`src/rtl/ahb_cmd_master.sv`:
```
// rtl/ahb_cmd_master.sv - AHB-Lite master turning a command stream into single NONSEQ transfers
//
// Converts valid/ready commands (read/write, addr, wdata) into pipelined AHB-Lite
// single transfers. Each completed transfer produces a one-cycle response pulse.
// Address phase (AP) and data phase (DP) are separate register stages, so a new
// transfer can be issued every cycle while hready is high.
//
// Optional build macro: AHB_MST_IDLE_X_EN
//   defined   : haddr/hwrite drive 'x when no address phase is active, and hwdata
//               drives 'x outside a write data phase
//   undefined : those outputs drive 0 when inactive
//
// Ports
//   hclk, hresetn                 clock, asynchronous active-low reset
//   cmd_valid/cmd_ready           command handshake (cmd_ready = hready)
//   cmd_write/cmd_addr/cmd_wdata  command payload
//   rsp_valid/rsp_write/rsp_rdata one-cycle response per completed transfer
//   htrans/hwrite/haddr/hwdata    AHB-Lite master outputs
//   hready/hrdata                 AHB-Lite slave inputs
//   busy                          AP or DP occupied
//   wait_cnt                      saturating count of data-phase wait states

module ahb_cmd_master #(
   parameter int AW     = 8,
   parameter int DW     = 32,
   parameter int WCNT_W = 16
) (
   input  logic              hclk,
   input  logic              hresetn,
   input  logic              cmd_valid,
   output logic              cmd_ready,
   input  logic              cmd_write,
   input  logic [AW-1:0]     cmd_addr,
   input  logic [DW-1:0]     cmd_wdata,
   output logic              rsp_valid,
   output logic              rsp_write,
   output logic [DW-1:0]     rsp_rdata,
   output logic [1:0]        htrans,
   output logic              hwrite,
   output logic [AW-1:0]     haddr,
   output logic [DW-1:0]     hwdata,
   input  logic              hready,
   input  logic [DW-1:0]     hrdata,
   output logic              busy,
   output logic [WCNT_W-1:0] wait_cnt
);

   // Address-phase stage
   logic          ap_valid;
   logic          ap_write;
   logic [AW-1:0] ap_addr;
   logic [DW-1:0] ap_wdata;

   // Data-phase stage; dp_wdata is held at 0 unless a write occupies the stage
   logic          dp_valid;
   logic          dp_write;
   logic [DW-1:0] dp_wdata;

   // A command can only be taken when the bus pipeline advances
   assign cmd_ready = hready;

   always_ff @(posedge hclk or negedge hresetn) begin
      if (!hresetn) begin
         ap_valid  <= 1'b0;
         ap_write  <= 1'b0;
         ap_addr   <= '0;
         ap_wdata  <= '0;
         dp_valid  <= 1'b0;
         dp_write  <= 1'b0;
         dp_wdata  <= '0;
         rsp_valid <= 1'b0;
         rsp_write <= 1'b0;
         rsp_rdata <= '0;
         wait_cnt  <= '0;
      end else begin
         rsp_valid <= 1'b0;
         if (hready) begin
            // Data phase completes at this edge: report it and advance the pipe
            if (dp_valid) begin
               rsp_valid <= 1'b1;
               rsp_write <= dp_write;
               rsp_rdata <= dp_write ? '0 : hrdata;
            end
            dp_valid <= ap_valid;
            dp_write <= ap_valid & ap_write;
            dp_wdata <= (ap_valid && ap_write) ? ap_wdata : '0;
            if (cmd_valid) begin
               ap_valid <= 1'b1;
               ap_write <= cmd_write;
               ap_addr  <= cmd_addr;
               ap_wdata <= cmd_wdata;
            end else begin
               // Clearing the payload keeps the idle bus values at 0
               ap_valid <= 1'b0;
               ap_write <= 1'b0;
               ap_addr  <= '0;
               ap_wdata <= '0;
            end
         end else if (dp_valid && (wait_cnt != {WCNT_W{1'b1}})) begin
            // Everything holds during a wait state; only the statistic moves
            wait_cnt <= wait_cnt + WCNT_W'(1);
         end
      end
   end

   assign htrans = {ap_valid, 1'b0};
   assign busy   = ap_valid | dp_valid;

`ifdef AHB_MST_IDLE_X_EN
   assign haddr  = ap_valid ? ap_addr  : {AW{1'bx}};
   assign hwrite = ap_valid ? ap_write : 1'bx;
   assign hwdata = (dp_valid && dp_write) ? dp_wdata : {DW{1'bx}};
`else
   assign haddr  = ap_addr;
   assign hwrite = ap_write;
   assign hwdata = dp_wdata;
`endif

endmodule
```
`config.mk`:
```
export PLATFORM = sky130hd
export DESIGN_NAME = ahb_cmd_master
export DESIGN_NICKNAME = d
export VERILOG_FILES = /design/src/rtl/ahb_cmd_master.sv
export SDC_FILE = /design/constraint.sdc
export NUM_CORES = 1
export LEC_CHECK = 0
export ABC_CLOCK_PERIOD_IN_PS = 4500
export CAP_MARGIN = 20
export CORE_MARGIN = 4
export CORE_UTILIZATION = 25
export DETAILED_ROUTE_END_ITERATION = 8
export PLACE_DENSITY = 0.6
export SETUP_SLACK_MARGIN = 0.4
export SKIP_LAST_GASP = 1
export SYNTH_ARGS = -nofsm -noshare
export SYNTH_HDL_FRONTEND = slang
export SYNTH_SLANG_ARGS = --single-unit
```
`constraint.sdc`:
```
create_clock -name hclk -period 4.5 [get_ports hclk]
set_clock_uncertainty 0.15 [all_clocks]
set_input_delay 0.675 -clock hclk [delete_from_list [all_inputs] [get_ports hclk]]
set_output_delay 0.675 -clock hclk [all_outputs]
set_load 0.03 [all_outputs]
```
# Word level (Yosys, flattened, before mapping)

Cells that the tools add are included.
Widths: inputs -> output; s select.

$add $sub $neg: 1
Eq/ne operators: 1
Multiplexer cells: 8
Bitwise logic cells: 3
Reductions and logical operators: 4

Operators by type and width:

| cell                  | count |
|---|---|
| $mux 32               | 3 |
| $add 16x1->16 const B | 1 |
| $ne 16x16->1 const B  | 1 |
| $mux 8                | 1 |
| $mux 1                | 4 |
| $reduce_and 2->1      | 2 |
| $logic_and 1x1->1     | 2 |
| $and 1x1->1           | 1 |
| $not 1->1             | 1 |
| $or 1x1->1            | 1 |

Bits in registers: 126
Input bits: 77
Output and inout port bits: 95
Logic and storage cells: 28

# Depth between registers and ports, before layout

Gate-level depths: netlist of the first run.

Word-level depth: 3
Mapped depth: 6
Mapped depth without buffers: 5

# Least setup slack after synthesis of the first run

Ideal clock, no wire load.

Kind: reg-to-reg
Start: register wait_cnt[0]
End: register wait_cnt[14]
Library setup time: 0.125 ns
Data arrival time: 1.699 ns
Data required time: 4.225 ns
Path slack: 2.526 ns
Cell stages (with the launch flop): 7
Path buffers: 1
Clock period less this slack: 1.974 ns
Path through: dfrtp_1 ha_1 and3b_1 clkbuf_1 nand2_1 nor3_1 mux2_2

Word-level cells in the longest chain between the ends: 3
Elaborated cells between the ends (all ways): 4
Those cells by class: add/sub: 1; eq/ne: 1; reduce/logical: 2

RTL lines:

| item                                                                  | line | RTL |
|---|---|---|
| from (decl)                                                           | 45   | `output logic [WCNT_W-1:0] wait_cnt` |
| from (signal assigned)                                                | 101  | `wait_cnt <= wait_cnt + WCNT_W'(1);` |
| parallel branches: the longest is 3 deep, another holds $add 16x1->16 | n/a  |  |

Several ways; the timed one is not identified.
A chain may end at the register's enable or synchronous reset.

# Worst setup path in the final report of the first run

Start: register dp_valid
End: output port busy

Word-level cells in the longest chain between the ends: 1

RTL lines:

| item                   | line | RTL |
|---|---|---|
| from (decl)            | 55   | `logic dp_valid;` |
| from (signal assigned) | 84   | `dp_valid <= ap_valid;` |
| $or 1x1->1             | 107  | `assign busy = ap_valid \| dp_valid;` |
| to (decl)              | 44   | `output logic busy,` |

No other way between the ends.

==> qor.txt, run 1 <==
status: complete, no violations
gr usage total: 11.9%
static leakage: 3.42 nW
Syn Nets: 559
Max Clock Freq: 389 MHz
post-synth cell types: 33
input/output buffers: 170
largest family of logic cells by synthesized area: simple AND/OR/NAND/NOR gates
syn_area_per_cell: 10.6 sq um
r2r startpoint: wait_cnt[0]
post-synthesis sequential area ratio: 61.7%
Slew Viols, Final: 0
initial drt markers: 115
vias in the first global route: 3916
reg2reg end: wait_cnt[14]
Total Wirelength: 13300 microns
Post-DP HPWL: 8940 microns
max-cap violations: 0
diode count: 0
simple-gate share of the synthesized area: 15.6%
Post-synth EDFFs: 0
fin crit share: 57.1%
core area: 0.0202 sq mm
RSZ-0062 raised after global routing: false
Reg2Reg Depth: 5
final std cells w/o fill: 925
DR vias/cell: 4.17
Initial Util: 25.3%
leading area contributor after synthesis: dfrtp_1
die area: 0.0228 sq mm
hold buffers post-CTS: 0
clock-pin transition on the worst setup and hold timing paths: 0.06 ns
worst slew pin tran: 0.908 ns
setup bufs post-CTS: 0
Post-CTS Resized: 0
Synth Area in Adders: 0.245%
CTS tree: built
Die Y: 151 microns
Max clock buf depth: 2
Site Rows: 52
largest net degree at the start of global routing: 83
mapped cell area: 0.00511 sq mm
number of antenna violations at the first check in global routing: 0
R2R Setup Slk: 2.64 ns
Routed Antenna Nets: 0
FFs w/ async S/R, synth: 100%
XOR/XNOR share of the synthesized area: 2.06%
Area contributors post-synth: dfrtp_1 (62%), o21ai_0 (7.1%), a22o_1 (5.5%)
vias: 3859
Clock Sinks: 126
CP max FO: 5
residual DRC count: 0
top cells by count, synth: dfrtp_1 (126), o21ai_0 (73), nand3_1 (46)
Hold WC Path Type: primary input to async pin
CTS root buf: clkbuf_16
Skew-Pair Late Insertion Delay: 0.41 ns
#FFs+latches synth: 126
Final Critical Period: 2.57 ns
first drt pass iteration count: 4
Primary FF master, synth: dfrtp_1
post-synthesis compound-gate area fraction: 13.4%
Layout Nets: 720
most numerous cell in the Yosys netlist: dfrtp_1
GPL Wtd Cong: 0.715
Fin. Hold Viols: 0
Synthesis Warnings: 0
first-pass GRT wire length: 21100 microns
I/O pin count: 172
final worst slack: 1.93 ns
Setup CP Type: flip-flop to primary output
area added between synthesis and finish: 51.0%
Placed Instances: 892
H-Tree Depth: 4
Placement Setup Slack: 1.91 ns
CP Launch Type: flip-flop
Inserted Clock Buffers: 17
sum of negative setup slack: 0 ns
GRT Residual Overflow: 0
mux contribution to synthesized area: 0.955%
area share of the largest cell type after synthesis: 61.7%
WL/cell: 14.3 microns
final design utilization: 38.3%
Max transition margin: 39.5%
Cells after Synth: 481
share of cells above drive strength 1: 8.40%
Crit. End Element: primary output
Die Span X: 151 microns
Worst IR Drop VDD: 227 uV
CP arrival: 1.75 ns
WP data required: 3.67 ns
# setup viols final: 0
power per cell area: 466 mW/mm^2
flip-flops by register name, indices dropped and copies added (netlist names):
register   cells
wait_cnt      16
rsp_write      1
hwrite         1
dp_write       1
hwdata        32
ap_wdata      32
rsp_rdata     32
dp_valid       1
haddr          8
rsp_valid      1
ap_valid       1
where the power goes:
part	internal, mW	leakage (nW)	switching [mW]
clock network	0.997	0.312	0.516
registers	1.26	1.65	0.0950
logic	0.319	1.46	0.407
worst max-delay path by stage:
stage,start,to,slack [ns],cells past startpoint
5_1_grt,dp_valid,busy,1.88,2
4_1_cts,dp_valid,busy,1.90,2
3_3_place_gp,hready,hwdata[30],1.96,6
2_1_floorplan,wait_cnt[0],wait_cnt[14],2.53,6
6_report,dp_valid,busy,1.93,2
3_5_place_dp,hready,hwdata[15],1.91,6
placed cells by master, fill, tap and decap left out, types with 2 or more instances in the layout:
cell / n
nand2b_1: 33
clkinvlp_4: 3
a22o_1: 32
nor3_1: 7
nor2_2: 2
nor4_2: 2
dfrtp_1: 126
nand3_1: 46
nand2_1: 41
a21oi_1: 3
buf_2: 2
clkbuf_16: 17
inv_1: 43
o21ai_0: 73
xor2_1: 12
mux2_2: 3
nand4_1: 3
nor2_1: 5
buf_4: 5
bufinv_16: 5
clkinv_4: 2
clkdlybuf4s50_1: 167
clkinv_2: 3
critical path, cell delays in order (launching register included):
cell             delay (ns)
dfrtp_1                0.44
or2_2                  0.30
clkdlybuf4s50_1        0.59
area by class of cell:
class	count	area, sq um
Clock inverter	14	214
Clock buffer	18	439
Inverter	44	165
Fill cell	2012	12500
Timing Repair Buffer	176	1750
Tap cell	270	338
Multi-Input combinational cell	277	1660
Sequential cell	126	3150
cell families (layout without fill, tap and decap cells):
kind of cell | after synthesis | after routing
AOI/OAI and AO/OA | 111 | 111
xor gates and xnor gates | 12 | 12
adders and majority gates | 1 | 1
buffers and inverters | 78 | 252
DFF | 126 | 126
muxes | 4 | 4
other | 1 | 1
and+or+nand+nor | 148 | 148
stage by stage:
| stage | hold WS [ns] | power (mW) | cell area, sq um |
|---|---|---|---|
| floorplan | 0.229 | 1.74 | 5110 |
| finish | 0.178 | 3.60 | 7720 |
| global placement | 0.311 | 2.10 | 7040 |
| detailed placement | 0.319 | 2.11 | 7040 |
| CTS | 0.198 | 3.66 | 7700 |
| global route | 0.222 | 3.78 | 7720 |
metal layers:
layer	routed length (microns)	part of all wire (%)	up-vias	track usage [%]
li1	-	-	1944	-
met1	6340	48	1764	16.7
met2	5630	42	135	17.1
met3	1120	8.4	16	4.25
met4	172	1.3	0	4.22
met5	0	0	-	0
(Power assumes the default switching activity.)
==> run 2: changes to the inputs <==
--- a/config.mk
+++ b/config.mk
@@ -5,7 +5,7 @@
 export SDC_FILE = /design/constraint.sdc
 export NUM_CORES = 1
 export LEC_CHECK = 0
-export ABC_CLOCK_PERIOD_IN_PS = 4500
+export ABC_CLOCK_PERIOD_IN_PS = 2400
 export CAP_MARGIN = 20
 export CORE_MARGIN = 4
 export CORE_UTILIZATION = 25
==> constraint.sdc (replaced) <==
create_clock -name hclk -period 2.4 [get_ports hclk]
set_clock_uncertainty 0.15 [all_clocks]
set_input_delay 0.36 -clock hclk [delete_from_list [all_inputs] [get_ports hclk]]
set_output_delay 0.36 -clock hclk [all_outputs]
set_load 0.03 [all_outputs]
==> qor.txt, run 2 (synthesized netlist as in run 1, its figures left out) <==
Hold WC Path Type: primary input to flip-flop
hold path endpoint: haddr[1]
Max clock buf depth: 2 (unchanged)
number of antenna violations at the first check in global routing: 0 (unchanged)
Slowest-stage cell, CP: clkdlybuf4s50_1
Final Critical Period: 1.95 ns
Post-DP HPWL: 8970 microns (+0.35%)
input/output buffers: 170 (unchanged)
CP arrival: 1.44 ns (-0.31 ns)
Slew Viols, Final: 0 (unchanged)
Total Wirelength: 13300 microns (+0.48%)
RSZ-0062 raised after global routing: false
fin crit share: 81.4%
Layout Nets: 724 (+0.56%)
residual DRC count: 0 (unchanged)
vias in the first global route: 3959 (+1.1%)
Skew-Pair Late Insertion Delay: 0.41 ns (about the same)
Routed Antenna Nets: 0 (unchanged)
WL/cell: 14.3 microns (about the same)
Hold Crit Depth: 2
Inserted Clock Buffers: 17 (unchanged)
Site Rows: 52 (unchanged)
crit-path max cell delay: 0.68 ns (+0.09 ns)
H-Tree Depth: 4 (unchanged)
clock-pin transition on the worst setup and hold timing paths: 0.06 ns (about the same)
Die Span X: 151 microns (unchanged)
Worst IR Drop VDD: 441 uV (+94%)
max-cap violations: 0 (unchanged)
power per cell area: 825 mW/mm^2 (+77%)
sum of negative setup slack: 0 ns (unchanged)
r2r startpoint: wait_cnt[2]
WP data required: 1.89 ns (-1.78 ns)
Max Clock Freq: 512 MHz
area added between synthesis and finish: 52.0%
I/O pin count: 172 (unchanged)
Die Y: 151 microns (unchanged)
most common cell after layout, fill and taps aside: dfrtp_1
CP Launch Type: flip-flop
Placed Instance Area: 0.00712 sq mm (+1.1%)
status: complete, no violations
final std cells w/o fill: 929 (+0.43%)
static leakage: 4.05 nW (+18%)
worst slew pin tran: 0.635 ns (-0.273 ns)
Reg2Reg Depth: 4 (-1)
commonest cells after routing, fill and taps aside: dfrtp_1 (126), clkdlybuf4s50_1 (110), o21ai_0 (73)
CP max FO: 2 (-3)
WP buf/inv: 1 (unchanged)
die area: 0.0228 sq mm (unchanged)
CTS tree: built
HP Start: hready
DR vias/cell: 4.23 (+1.5%)
first drt pass iteration count: 4 (unchanged)
crit-path cells: clkdlybuf4s50_1
largest delay contributor family on the critical path: buffers and inverters
Initial Util: 25.3% (unchanged)
# setup viols final: 0 (unchanged)
reg2reg end: wait_cnt[1]
vias: 3932 (+1.9%)
Fin. Hold Viols: 0 (unchanged)
first-pass GRT wire length: 21200 microns (+0.33%)
Placed Instances: 896 (+0.45%)
CTS root buf: clkbuf_16
largest net degree at the start of global routing: 74 (-11%)
Final Cell Area: 0.00777 sq mm (+0.63%)
diode count: 0 (unchanged)
Setup CP Type: flip-flop to primary output
share of cells above drive strength 1: 8.95% (+0.56 points)
initial drt markers: 75 (-35%)
GRT Residual Overflow: 0 (unchanged)
R2R Setup Slk: 0.57 ns (-2.07 ns)
core area: 0.0202 sq mm (unchanged)
Critical Path Start: rsp_rdata[1]
GPL Wtd Cong: 0.713 (-0.32%)
Clock Sinks: 126 (unchanged)
Max transition margin: 57.7% (+18 points)
gr usage total: 11.9% (-0.051 points)
worst hold margin: 0.215 ns (+0.0366 ns)
Crit. End Element: primary output
==> run 2: metrics by stage <==
step           worst slack (ns)  util [%]  power (mW)
2_1_floorplan             0.426         -        3.27
3_3_place_gp              0.512      35.3        3.96
3_5_place_dp              0.490      35.3        3.98
4_1_cts                   0.376      38.1        6.53
5_1_grt                   0.401      38.5        6.75
6_report                  0.446      38.5        6.40
==> run 2: area by class of cell <==
cell class                      count  area [sq um]
Fill cell                        2025         12400
Sequential cell                   126          3150
Timing Repair Buffer              180          1870
Multi-Input combinational cell    277          1660
Clock buffer                       18           439
Tap cell                          270           338
Inverter                           44           165
Clock inverter                     14           144
==> run 2: layer usage <==
layer  vias up  global-route usage, %  routed length [microns]
met4         0                   3.26                      102
met2       125                   17.1                     5580
li1       1951                      -                        -
met1      1851                   16.6                     6490
met3         5                   4.79                     1150
met5         -                      0                        0
==> run 2: report_power, final <==
| part | leakage (nW) | internal [mW] | switching (mW) |
|---|---|---|---|
| clock network | 0.274 | 1.55 | 0.974 |
| logic | 2.12 | 0.566 | 0.778 |
| registers | 1.65 | 2.37 | 0.165 |
| total | 4.05 | 4.49 | 1.92 |
==> run 2: repair_timing <==
action | 4_1_cts | 5_1_grt
buffers inserted | 0 | 0
hold buffers | 1 | 0
resized for setup | 24 | 35
endpoints found under the setup margin | 25 | 34
hold endpoints to repair | 54 | 0
cloned | 0 | 0
==> run 2: worst max path at each step <==
stage	endpoint	slack, ns	cells after the start
final	rsp_rdata[1]	0.45	1
after global routing	hwdata[19]	0.40	1
after floorplan	wait_cnt[14]	0.43	6
after CTS	busy	0.38	2
after detailed placement	ap_valid	0.49	3
after global placement	ap_valid	0.51	3
==> run 3: changes to the inputs <==
--- a/config.mk
+++ b/config.mk
@@ -5,7 +5,7 @@
 export SDC_FILE = /design/constraint.sdc
 export NUM_CORES = 1
 export LEC_CHECK = 0
-export ABC_CLOCK_PERIOD_IN_PS = 2400
+export ABC_CLOCK_PERIOD_IN_PS = 1860
 export CAP_MARGIN = 20
 export CORE_MARGIN = 4
 export CORE_UTILIZATION = 25
==> constraint.sdc (replaced) <==
create_clock -name hclk -period 1.86 [get_ports hclk]
set_clock_uncertainty 0.15 [all_clocks]
set_input_delay 0.279 -clock hclk [delete_from_list [all_inputs] [get_ports hclk]]
set_output_delay 0.279 -clock hclk [all_outputs]
set_load 0.03 [all_outputs]
==> qor.txt, run 3 (synthesized netlist as in run 1, its figures left out) <==
status: complete, no violations
Fillers: 2023 (-0.099%)
Worst IR Drop VDD: 558 uV (+27%)
first-pass GRT wire length: 22600 microns (+6.7%)
Clock Sinks: 126 (unchanged)
CTS tree: built
Placed Instances: 904 (+0.89%)
largest net degree at the start of global routing: 77 (+4.1%)
Setup CP Type: flip-flop to primary output
Placement Setup Slack: 0.146 ns (-0.344 ns)
first drt pass iteration count: 4 (unchanged)
input/output buffers: 170 (unchanged)
residual DRC count: 0 (unchanged)
Hold WC Path Type: primary input to flip-flop
CP arrival: 1.19 ns (-0.25 ns)
WP data required: 1.43 ns (-0.46 ns)
r2r startpoint: wait_cnt[5]
final worst slack: 0.246 ns (-0.200 ns)
Placed Instance Area: 0.00724 sq mm (+1.6%)
Post-DP HPWL: 9180 microns (+2.4%)
Die Span X: 151 microns (unchanged)
# setup viols final: 0 (unchanged)
Die Y: 151 microns (unchanged)
power per cell area: 1080 mW/mm^2 (+31%)
most common cell after layout, fill and taps aside: dfrtp_1
Total Wirelength: 14300 microns (+7.3%)
final design utilization: 39.4% (+0.89 points)
Routed Antenna Nets: 0 (unchanged)
fin crit share: 86.8%
final std cells w/o fill: 976 (+5.1%)
Inserted Clock Buffers: 17 (unchanged)
die area: 0.0228 sq mm (unchanged)
Critical Path Start: ap_valid
vias: 4137 (+5.2%)
CTS root buf: clkbuf_16
gr usage total: 12.7% (+0.81 points)
commonest cells after routing, fill and taps aside: dfrtp_1 (111), o21ai_0 (73), clkdlybuf4s50_1 (73)
vias in the first global route: 4190 (+5.8%)
DR vias/cell: 4.24 (+0.15%)
max-cap violations: 0 (unchanged)
I/O pin count: 172 (unchanged)
Max Clock Freq: 619 MHz
GPL Wtd Cong: 0.719 (+0.84%)
number of antenna violations at the first check in global routing: 0 (unchanged)
Skew-Pair Late Insertion Delay: 0.40 ns (about the same)
Final Critical Period: 1.61 ns
RSZ-0062 raised after global routing: true
Fin. Hold Viols: 0 (unchanged)
Site Rows: 52 (unchanged)
share of cells above drive strength 1: 32.4% (+23 points)
Layout Nets: 771 (+6.5%)
Max clock buf depth: 2 (unchanged)
Initial Util: 25.3% (unchanged)
core area: 0.0202 sq mm (unchanged)
H-Tree Depth: 4 (unchanged)
clock-pin transition on the worst setup and hold timing paths: 0.06 ns (about the same)
CP Launch Type: flip-flop
Setup crit end: busy
diode count: 0 (unchanged)
GRT Residual Overflow: 0 (unchanged)
Reg2Reg Depth: 4 (unchanged)
Final Cell Area: 0.00795 sq mm (+2.3%)
sum of negative setup slack: 0 ns (unchanged)
WL/cell: 14.6 microns (+2.1%)
Crit. End Element: primary output
CP max FO: 3 (+1)
area added between synthesis and finish: 55.5%
R2R Setup Slk: 0.25 ns (-0.32 ns)
initial drt markers: 113 (+51%)
static leakage: 3.90 nW (-3.5%)
reg2reg end: wait_cnt[1]
Slew Viols, Final: 0 (unchanged)
[run 3: cell count changes in the layout (fill, tap and decap cells not counted), sizes merged]
cell	previous run	this run
clkinvlp	5	1
buf	12	150
dlygate4sd2	23	1
clkdlybuf4s50	110	73
bufinv	2	3
dlymetal6s2s	33	0
clkbuf	19	21
clkinv	7	9
[run 3: worst min-delay path by stage]
stage	startpoint	to	slack, ns	cells past startpoint
final	hready	haddr[6]	0.07	2
after global routing	hready	haddr[5]	0.09	2
after CTS	hready	haddr[3]	0.05	2
after detailed placement	hresetn	wait_cnt[12]	0.08	1
after global placement	hresetn	wait_cnt[12]	0.08	1
after floorplan	hresetn	ap_valid	-0.17	0
[run 3: what timing repair did]
action                                  CTS  global route
endpoints found under the hold margin    37             0
pin swaps                                 8            10
buffers inserted                         29            10
gates resized for setup                 511            31
hold buffers                              1             0
endpoints found under the setup margin  109            37
[run 3: where the power goes]
part / total, mW / leakage (nW) / internal [mW] / switching (mW)
logic: 1.93 / 1.98 / 0.813 / 1.12
clock network: 3.41 / 0.297 / 2.15 / 1.26
registers: 3.26 / 1.63 / 3.07 / 0.191
[run 3: metal layers]
layer,wire length [microns],vias up,global-route usage (%)
met3,1270,14,4.94
li1,-,2036,-
met4,159,0,3.81
met2,6480,128,19.9
met1,6380,1959,16.3
met5,0,-,0
[run 3: through the flow]
stage	hold slack (ns)	power (mW)
floorplan	-0.167	4.25
global placement	0.0848	5.18
detailed placement	0.0845	5.20
CTS	0.0497	8.64
global route	0.0911	9.05
finish	0.0732	8.60
[run 3: layout make-up]
cell class / count / area, sq um / area share, %
Sequential cell: 126 / 3170 / 39.9
Clock inverter: 13 / 165 / 2.08
Timing Repair Buffer: 227 / 1870 / 23.5
Tap cell: 270 / 338 / 4.25
Multi-Input combinational cell: 277 / 1800 / 22.6
Clock buffer: 19 / 443 / 5.57
Inverter: 44 / 165 / 2.08
[run 3: critical path, stage by stage, from the launching register on]
cell,delay [ns]
dfrtp_1,0.40
or2_4,0.24
buf_6,0.14
